[src/rtl/vend_controller.sv]
// vend_controller: transaction sequencer for a multi-product coin vending machine.
//   It adds up coin credit and checks product selections against a programmable
//   price table. It drives the dispenser through a req/ack handshake and then pays
//   change one unit per cycle.
// Ports:
//   i_clk, i_rst          clock (rising edge) and synchronous active-high reset
//   i_in                  coin this cycle: 00 none, 01 = 1, 10 = 2, 11 = 5 units
//   o_coin_en             acceptor enable; high only in IDLE and COLLECT
//   i_sel_valid/i_sel_id  one-cycle product select strobe and product index
//   i_cancel              one-cycle refund request
//   i_sold_out            per-product stock-empty flags
//   i_cfg_we/idx/price    price table write port (price 0 disables a product)
//   o_disp_req/o_disp_id  dispense request (level) and the product being dispensed
//   i_disp_ack            dispenser done pulse
//   o_out                 vend-complete pulse
//   o_change              one pulse per change unit paid
//   o_sel_reject          select-refused pulse
//   o_credit              current credit
// All outputs are registered.
module vend_controller #(
  parameter int NUM_PROD = 4,
  parameter int SEL_W    = 2,
  parameter int CRED_W   = 8,
  parameter int TIMEOUT  = 200
) (
  input  logic                i_clk,
  input  logic                i_rst,
  input  logic [1:0]          i_in,
  output logic                o_coin_en,
  input  logic                i_sel_valid,
  input  logic [SEL_W-1:0]    i_sel_id,
  input  logic                i_cancel,
  input  logic [NUM_PROD-1:0] i_sold_out,
  input  logic                i_cfg_we,
  input  logic [SEL_W-1:0]    i_cfg_idx,
  input  logic [CRED_W-1:0]   i_cfg_price,
  output logic                o_disp_req,
  output logic [SEL_W-1:0]    o_disp_id,
  input  logic                i_disp_ack,
  output logic                o_out,
  output logic                o_change,
  output logic                o_sel_reject,
  output logic [CRED_W-1:0]   o_credit
);

  typedef enum logic [2:0] {
    S_IDLE     = 3'd0,
    S_COLLECT  = 3'd1,
    S_DISPENSE = 3'd2,
    S_CHANGE   = 3'd3,
    S_REFUND   = 3'd4
  } state_t;

  // Three extra bits so that credit + 5 cannot wrap before the saturation check.
  localparam logic [CRED_W+2:0] LP_CRED_MAX = {3'b000, {CRED_W{1'b1}}};
  localparam logic [15:0]       LP_TMO_LAST = 16'(TIMEOUT - 1);

  state_t              r_state;
  logic [CRED_W-1:0]   r_credit;
  logic [CRED_W-1:0]   r_price [NUM_PROD];
  logic [15:0]         r_timer;
  logic [SEL_W-1:0]    r_disp_id;
  logic [CRED_W-1:0]   r_disp_price;
  logic                r_disp_req;
  logic                r_out;
  logic                r_change;
  logic                r_sel_reject;
  logic                r_coin_en;

  logic                w_coin;
  logic [CRED_W+2:0]   w_coin_val;
  logic [CRED_W+2:0]   w_sum;
  logic [CRED_W-1:0]   w_credit_add;
  logic [CRED_W-1:0]   w_sel_price;
  logic                w_sel_sold;
  logic                w_accept;
  logic [CRED_W-1:0]   w_remain;

  // Coin decode and saturating credit add.
  always_comb begin
    w_coin = (i_in != 2'b00) && r_coin_en;
    case (i_in)
      2'b01:   w_coin_val = (CRED_W+3)'(1);
      2'b10:   w_coin_val = (CRED_W+3)'(2);
      2'b11:   w_coin_val = (CRED_W+3)'(5);
      default: w_coin_val = (CRED_W+3)'(0);
    endcase
    if (!w_coin) begin
      w_coin_val = (CRED_W+3)'(0);
    end else begin
      w_coin_val = w_coin_val;
    end
    w_sum        = {3'b000, r_credit} + w_coin_val;
    w_credit_add = (w_sum > LP_CRED_MAX) ? {CRED_W{1'b1}} : w_sum[CRED_W-1:0];
  end

  // Selection lookup. An index with no table entry reads as price 0, so it is refused.
  always_comb begin
    w_sel_price = '0;
    w_sel_sold  = 1'b0;
    for (int k = 0; k < NUM_PROD; k++) begin
      w_sel_price = (i_sel_id == SEL_W'(k)) ? r_price[k]    : w_sel_price;
      w_sel_sold  = (i_sel_id == SEL_W'(k)) ? i_sold_out[k] : w_sel_sold;
    end
    // Use the credit from before any coin in this same cycle.
    w_accept = (w_sel_price != '0) && !w_sel_sold && (r_credit >= w_sel_price);
    w_remain = r_credit - r_disp_price;
  end

  // Price table. A write is accepted in any state.
  always_ff @(posedge i_clk) begin
    if (i_rst) begin
      for (int k = 0; k < NUM_PROD; k++) r_price[k] <= '0;
    end else if (i_cfg_we) begin
      for (int k = 0; k < NUM_PROD; k++) begin
        if (i_cfg_idx == SEL_W'(k)) r_price[k] <= i_cfg_price;
      end
    end
  end

  // Transaction FSM with registered outputs.
  always_ff @(posedge i_clk) begin
    if (i_rst) begin
      r_state      <= S_IDLE;
      r_credit     <= '0;
      r_timer      <= 16'd0;
      r_disp_id    <= '0;
      r_disp_price <= '0;
      r_disp_req   <= 1'b0;
      r_out        <= 1'b0;
      r_change     <= 1'b0;
      r_sel_reject <= 1'b0;
      r_coin_en    <= 1'b1;
    end else begin
      r_out        <= 1'b0;
      r_change     <= 1'b0;
      r_sel_reject <= 1'b0;
      case (r_state)
        S_IDLE: begin
          if (w_coin) begin
            r_credit <= w_credit_add;
            r_timer  <= 16'd0;
            r_state  <= S_COLLECT;
          end
        end
        S_COLLECT: begin
          // A coin is credited even when a cancel or select arrives in the same cycle.
          r_credit <= w_credit_add;
          if (i_cancel) begin
            r_state   <= S_REFUND;
            r_coin_en <= 1'b0;
          end else if (i_sel_valid) begin
            r_timer <= 16'd0;
            if (w_accept) begin
              r_disp_id    <= i_sel_id;
              r_disp_price <= w_sel_price;
              r_disp_req   <= 1'b1;
              r_coin_en    <= 1'b0;
              r_state      <= S_DISPENSE;
            end else begin
              r_sel_reject <= 1'b1;
            end
          end else if (w_coin) begin
            r_timer <= 16'd0;
          end else if (r_timer >= LP_TMO_LAST) begin
            r_state   <= S_REFUND;
            r_coin_en <= 1'b0;
          end else begin
            r_timer <= r_timer + 16'd1;
          end
        end
        S_DISPENSE: begin
          if (i_disp_ack) begin
            r_disp_req <= 1'b0;
            r_out      <= 1'b1;
            r_credit   <= w_remain;
            r_coin_en  <= (w_remain == '0);
            r_state    <= (w_remain != '0) ? S_CHANGE : S_IDLE;
          end
        end
        S_CHANGE, S_REFUND: begin
          if (r_credit != '0) begin
            r_change <= 1'b1;
            r_credit <= r_credit - CRED_W'(1);
          end else begin
            r_state   <= S_IDLE;
            r_coin_en <= 1'b1;
          end
        end
        default: begin
          r_state    <= S_IDLE;
          r_disp_req <= 1'b0;
          r_coin_en  <= 1'b1;
        end
      endcase
    end
  end

  assign o_coin_en    = r_coin_en;
  assign o_disp_req   = r_disp_req;
  assign o_disp_id    = r_disp_id;
  assign o_out        = r_out;
  assign o_change     = r_change;
  assign o_sel_reject = r_sel_reject;
  assign o_credit     = r_credit;

endmodule
[config.mk]
export PLATFORM = sky130hd
export DESIGN_NAME = vend_controller
export DESIGN_NICKNAME = d
export VERILOG_FILES = /design/src/rtl/vend_controller.sv
export SDC_FILE = /design/constraint.sdc
export NUM_CORES = 1
export LEC_CHECK = 0
export CORE_ASPECT_RATIO = 0.8
export CORE_MARGIN = 5
export CORE_UTILIZATION = 49
export DETAILED_ROUTE_END_ITERATION = 10
export PLACE_DENSITY_LB_ADDON = 0.3
export SLEW_MARGIN = 10
export SYNTH_ARGS = -nofsm -noshare
export SYNTH_HDL_FRONTEND = slang
export SYNTH_SLANG_ARGS = --single-unit
[constraint.sdc]
create_clock -name i_clk -period 2.8 [get_ports i_clk]
set_input_delay 0.56 -clock i_clk [delete_from_list [all_inputs] [get_ports i_clk]]
set_output_delay 0.56 -clock i_clk [all_outputs]
set_load 0.1 [all_outputs]
# Word-level counts from Yosys, hierarchy flattened
# Memories as Yosys holds them, arrays and structs flattened.
# Cells that the tools add are included.
# W data, S select, Z words.
# totals
word_cells	147
n_memories	1
out_inout_bits	15
ramBits	32
ff_bits	42
# op_classes
bitwise_logic	11
n_addsub	4
eq_ne	24
muxes	69
magnitude_cmp	3
n_reduce_logical	25
# mem_list
memory	words	word_bits	rd	rd_ports_with_merged_regs	wr	line	text
r_price	4	8	4	0	4	60	logic [CRED_W-1:0] r_price [NUM_PROD];
# op_table
op	count
$mux W8	12
$mux W16	5
$mux W1	36
$pmux W16 S2	1
$pmux W8 S4	1
$mux W3	8
$reduce_bool A8 Y1	3
$add A16 B1 Y16 const B	1
$ge A16 B8 Y1 const B	1
$ne A4 B4 Y1 const B	4
$ne A2 B2 Y1 const B	7
$eq A2 B2 Y1 const B	6
$pmux W3 S4	1
$reduce_and A4 Y1	3
$reduce_and A6 Y1	2
$add A8 B11 Y11	1
$gt A11 B8 Y1 const B	1
$mux W11	1
$pmux W3 S3	1
$ge A8 B8 Y1	1
$logic_not A8 Y1	1
$sub A8 B1 Y8 const B	1
$sub A8 B8 Y8	1
$not A1 Y1	7
other kinds (18)	30

# Longest topological paths before layout
# depth
word_depth	12
mapped_depth	12

# Worst setup path before layout
# No wires, ideal clock.
# synth_timing
path_kind	reg2reg
start	register r_credit[0], in the netlist o_credit[0]
end	register r_state[0]
n_path_buf	0
arrival_time_ps	2959
required_ps	2730
stages_incl_launch_ff	12
slack_ps	-230
synth_period_minus_slack_ps	3030
path_cell_list	dfxtp_1 > inv_1 > ha_1 > inv_1 > fa_1 > a211oi_1 > nor2_1 > xor2_1 > nor3b_1 > and4_1 > a2111o_1 > a21oi_1
# synth_between
elab_chain_cells	5
elab_cells_between_ends	11
# synth_lines
element	line	text
from (decl)	59	logic [CRED_W-1:0] r_credit;
from (signal assigned)	141	r_credit <= w_credit_add;
from (signal assigned)	148	r_credit <= w_credit_add;
from (signal assigned)	176	r_credit <= w_remain;
$sub A8 B8 Y8	107	w_remain = r_credit - r_disp_price;
$reduce_bool A8 Y1	178	r_state <= (w_remain != '0) ? S_CHANGE : S_IDLE;
$mux W2	178	
$mux W3	173	if (i_disp_ack) begin
$pmux W3 S4	138	case (r_state)
to (signal assigned)	178	
to (decl)	58	state_t r_state;
# Parallel ways exist; a longest one is shown, timed or not. The select of a mux whose other input is x is not followed.
# A chain may end at the register's enable or synchronous reset.

# Worst setup path after layout
# layout_timing
start	input port i_sel_id[0]
end	register r_disp_price[5]
# layout_between
elab_chain_cells	9
elab_cells_between_ends	18
# layout_lines
element	line	text
from (decl)	31	input logic [SEL_W-1:0] i_sel_id,
branches (longest 9 deep; another with $ge A8 B8 Y1)	-	
to (signal assigned)	156	r_disp_price <= w_sel_price;
to (decl)	63	logic [CRED_W-1:0] r_disp_price;
# Parallel ways; which one is timed is not known.

==> run metrics <==
GRT Total Usage 0.195; most common cell after layout, fill and taps aside nor2_1; clock sinks 74; Tmin final 2.65 ns; P&R area growth vs syn 20.9%; syn_area_per_cell a little under 10 sq um; clock share of power 0.203; fillers 746; WHS Endpoint r_timer[13]; async set-reset flop share out of synthesis 0; worst hold path depth 1; Net Sw Power 0.00191 W; Hold Vio Cnt, Final 0; Buf/Inv on CP 4; routed wire length per instance 16.1 microns; critical-path cell list dlygate4sd2_1 -> buf_12 -> mux4_2 -> inv_1 -> ha_1 -> a211o_1 -> a21oi_1 -> o21ai_1 -> nand3_2 -> nor2_4 -> buf_12 -> mux2i_2 -> nor2_1; ANT cells 0; RSZ-0062 raised after global routing no; share of layout cells above drive strength 1 0.184; largest fanout on the critical path 10; residual DRC count 0; Fmax 377 MHz; FP Rows 30; worst r2r path cells 11; R2R Path End r_state[0]; syn_nets 489; dpl cell area 4960 sq um; distinct cell type count after synthesis 62; CP max stage cell mux4_2; outcome finished, final reports clean; I/O pins 39; clk buf depth 2; most used cell, CP buf_12; ys flop type dfxtp_1; vias in the first global route ~3500; first-pass GRT wire length 16600 microns; Worst setup EP type flop; Worst R2R Setup Slack about 0.22 ns; Hold WC Path Type flop to flop; CP peak stage delay 0.52 ns; data required time of the worst path 3.03 ns; DP HPWL about 7300 microns; Clock Tree Root clkbuf_8; Initial Utilization 0.505; Post-synth EDFFs 32; P per Cell Area 841 nW/um^2; DR iter-0 viols 208; TritonCTS clock tree yes; Rel. slew slack 0.403; Worst Tran Pin Value a little under 0.9 ns; DRT antenna net count 0; H-tree levels 3; CP Launch Type input port; Min-Delay Startpoint r_timer[13]; DRT Pass-1 Iters 4; Finished Cell Area between 5000 and 6000 sq um; Die ar. 10800 sq um; core area approximately 8600 sq um; Final setup viols 0; Hold-fix buffers, CTS 0; switch share 0.436; Ys Warns 0; sequential power share 0.305; clock latency on the worst-skew pair around 0.36 ns; WL final 10000 microns; DR vias/cell 5.62; fin util 0.610; Pint 0.00248 W; Syn Inst Count 442; Critical Path AT 2.88 ns; GP Congestion 0.974; # nets final 554; IO buf count 38; register bit total from synthesis 74; largest net degree at the start of global routing 34; via count 3507; most frequent cells in the layout 54 x nor2_1, 46 x buf_4, 41 x and2_1; Final Skew 0.0129 ns; grt ovf 0; worst reg2reg path startpoint o_credit[0]; Die Width 115 microns; period utilization 0.947; Top Family by Delay on Critical Path multiplexers; CTS Buf Count 9; maximum VDD drop 727 uV; Mapped Area 4320 sq um; Pleak 2.06 nW; TNS Setup 0 ns; Slew Limit Fails 0; Comb pwr share 0.492; height of the die 94 microns; clock-pin slew on the worst setup and hold paths about 0.080 ns; max cap viols 0; post-synthesis sequential area ratio 0.417; crit path kind input port to flop; initial antenna violation count 0
[cells in the mapped netlist (6+ instances only)]
| library cell | count | area [sq um] |
|---|---|---|
| nor2_1 | 54 | 203 |
| and2_1 | 41 | 257 |
| a211oi_1 | 7 | 52.6 |
| dfxtp_1 | 42 | 841 |
| ha_1 | 21 | 263 |
| xnor2_1 | 9 | 78.8 |
| buf_2 | 8 | 40.0 |
| nand2_1 | 23 | 86.3 |
| o21ai_0 | 13 | 65.1 |
| edfxtp_1 | 32 | 961 |
| mux2i_1 | 13 | 130 |
| nor4_1 | 7 | 43.8 |
| a21oi_1 | 30 | 150 |
| nor3_1 | 12 | 60.1 |
| nand2b_1 | 6 | 37.5 |
| xor2_1 | 11 | 96.3 |
| mux4_2 | 7 | 158 |
| inv_1 | 22 | 82.6 |
[layer usage]
metal / track usage / wire length [microns] / up-vias
met4: 0.0489 / 162 / 0
met1: 0.264 / 4530 / 1660
li1: - / - / 1720
met5: 0 / 0 / -
met3: 0.0457 / 522 / 19
met2: 0.316 / 4820 / 108
[stage by stage]
step                hold slack [ns]  power [W]  std cells  worst slack, ns
floorplan                     0.430    0.00291        442           0.0232
global placement              0.444    0.00341        606           -0.422
detailed placement            0.448    0.00345        606           -0.581
CTS                           0.470    0.00435        624           0.0612
global route                  0.490    0.00465        624           0.0281
finish                        0.464    0.00439        624            0.148
[worst register-to-register path, stage by stage (launching register included)]
cell and delay, ns:
dfxtp_2 0.34, inv_1 0.07, ha_1 0.16, inv_1 0.06, fa_1 0.42, a211oi_2 0.26, o21bai_1 0.13, a21oi_2 0.19
xor2_2 0.12, and4_1 0.23, a2111o_1 0.41, a21oi_1 0.11
[sequential cells by signal (all words and copies together), names as in the netlist]
register      cells
o_disp_req        1
r_state           3
r_timer          16
o_credit          8
o_out             1
o_disp_id         2
r_disp_price      8
r_price          32
o_coin_en         1
o_change          1
o_sel_reject      1
[how the worst max path moves through the flow]
stage | startpoint | to | slack (ns) | cells after the start
2_1_floorplan | o_coin_en | o_credit[5] | 0.02 | 9
3_5_place_dp | i_sel_id[0] | r_disp_price[5] | -0.58 | 12
4_1_cts | i_in[0] | o_credit[6] | 0.06 | 10
6_report | i_sel_id[0] | r_disp_price[5] | 0.15 | 13
3_3_place_gp | i_sel_id[0] | r_disp_price[4] | -0.42 | 12
5_1_grt | i_sel_id[0] | r_disp_price[5] | 0.03 | 13
[power groups by stage]
stage	Sequential (W)	Combinational, W	Clock, W
after global placement	0.00136	0.00205	0
final	0.00134	0.00216	0.000890
after floorplan	0.00167	0.00125	0
after global routing	0.00135	0.00235	0.000946
after CTS	0.00134	0.00211	0.000909
after detailed placement	0.00136	0.00209	0
[cell families (layout without fill, tap and decap cells)]
family / count (synthesis) / count (layout) / share of synthesized area
compound gates: 89 / 89 / 0.138
xor+xnor: 20 / 20 / 0.0405
fa+ha+maj: 23 / 23 / 0.0701
buf+inv: 40 / 110 / 0.0437
flops: 74 / 74 / 0.417
mux: 23 / 23 / 0.0814
simple gates: 173 / 173 / 0.210
[final cells by class]
class | instances | area, sq um | share of cell area
Clock buffer | 9 | 124 | 0.0237
Clock inverter | 7 | 83.8 | 0.0160
Inverter | 23 | 86.3 | 0.0165
Multi-Input combinational cell | 328 | 2370 | 0.453
Sequential cell | 74 | 1800 | 0.345
Tap cell | 112 | 140 | 0.0268
Timing Repair Buffer | 71 | 617 | 0.118
[timing repair]
action	CTS	global route
endpoints found under the setup margin	14	11
pin swaps	2	0
cloned	0	0
buffers inserted	2	0
resized for setup	3	9
(Power assumes the default switching activity.)
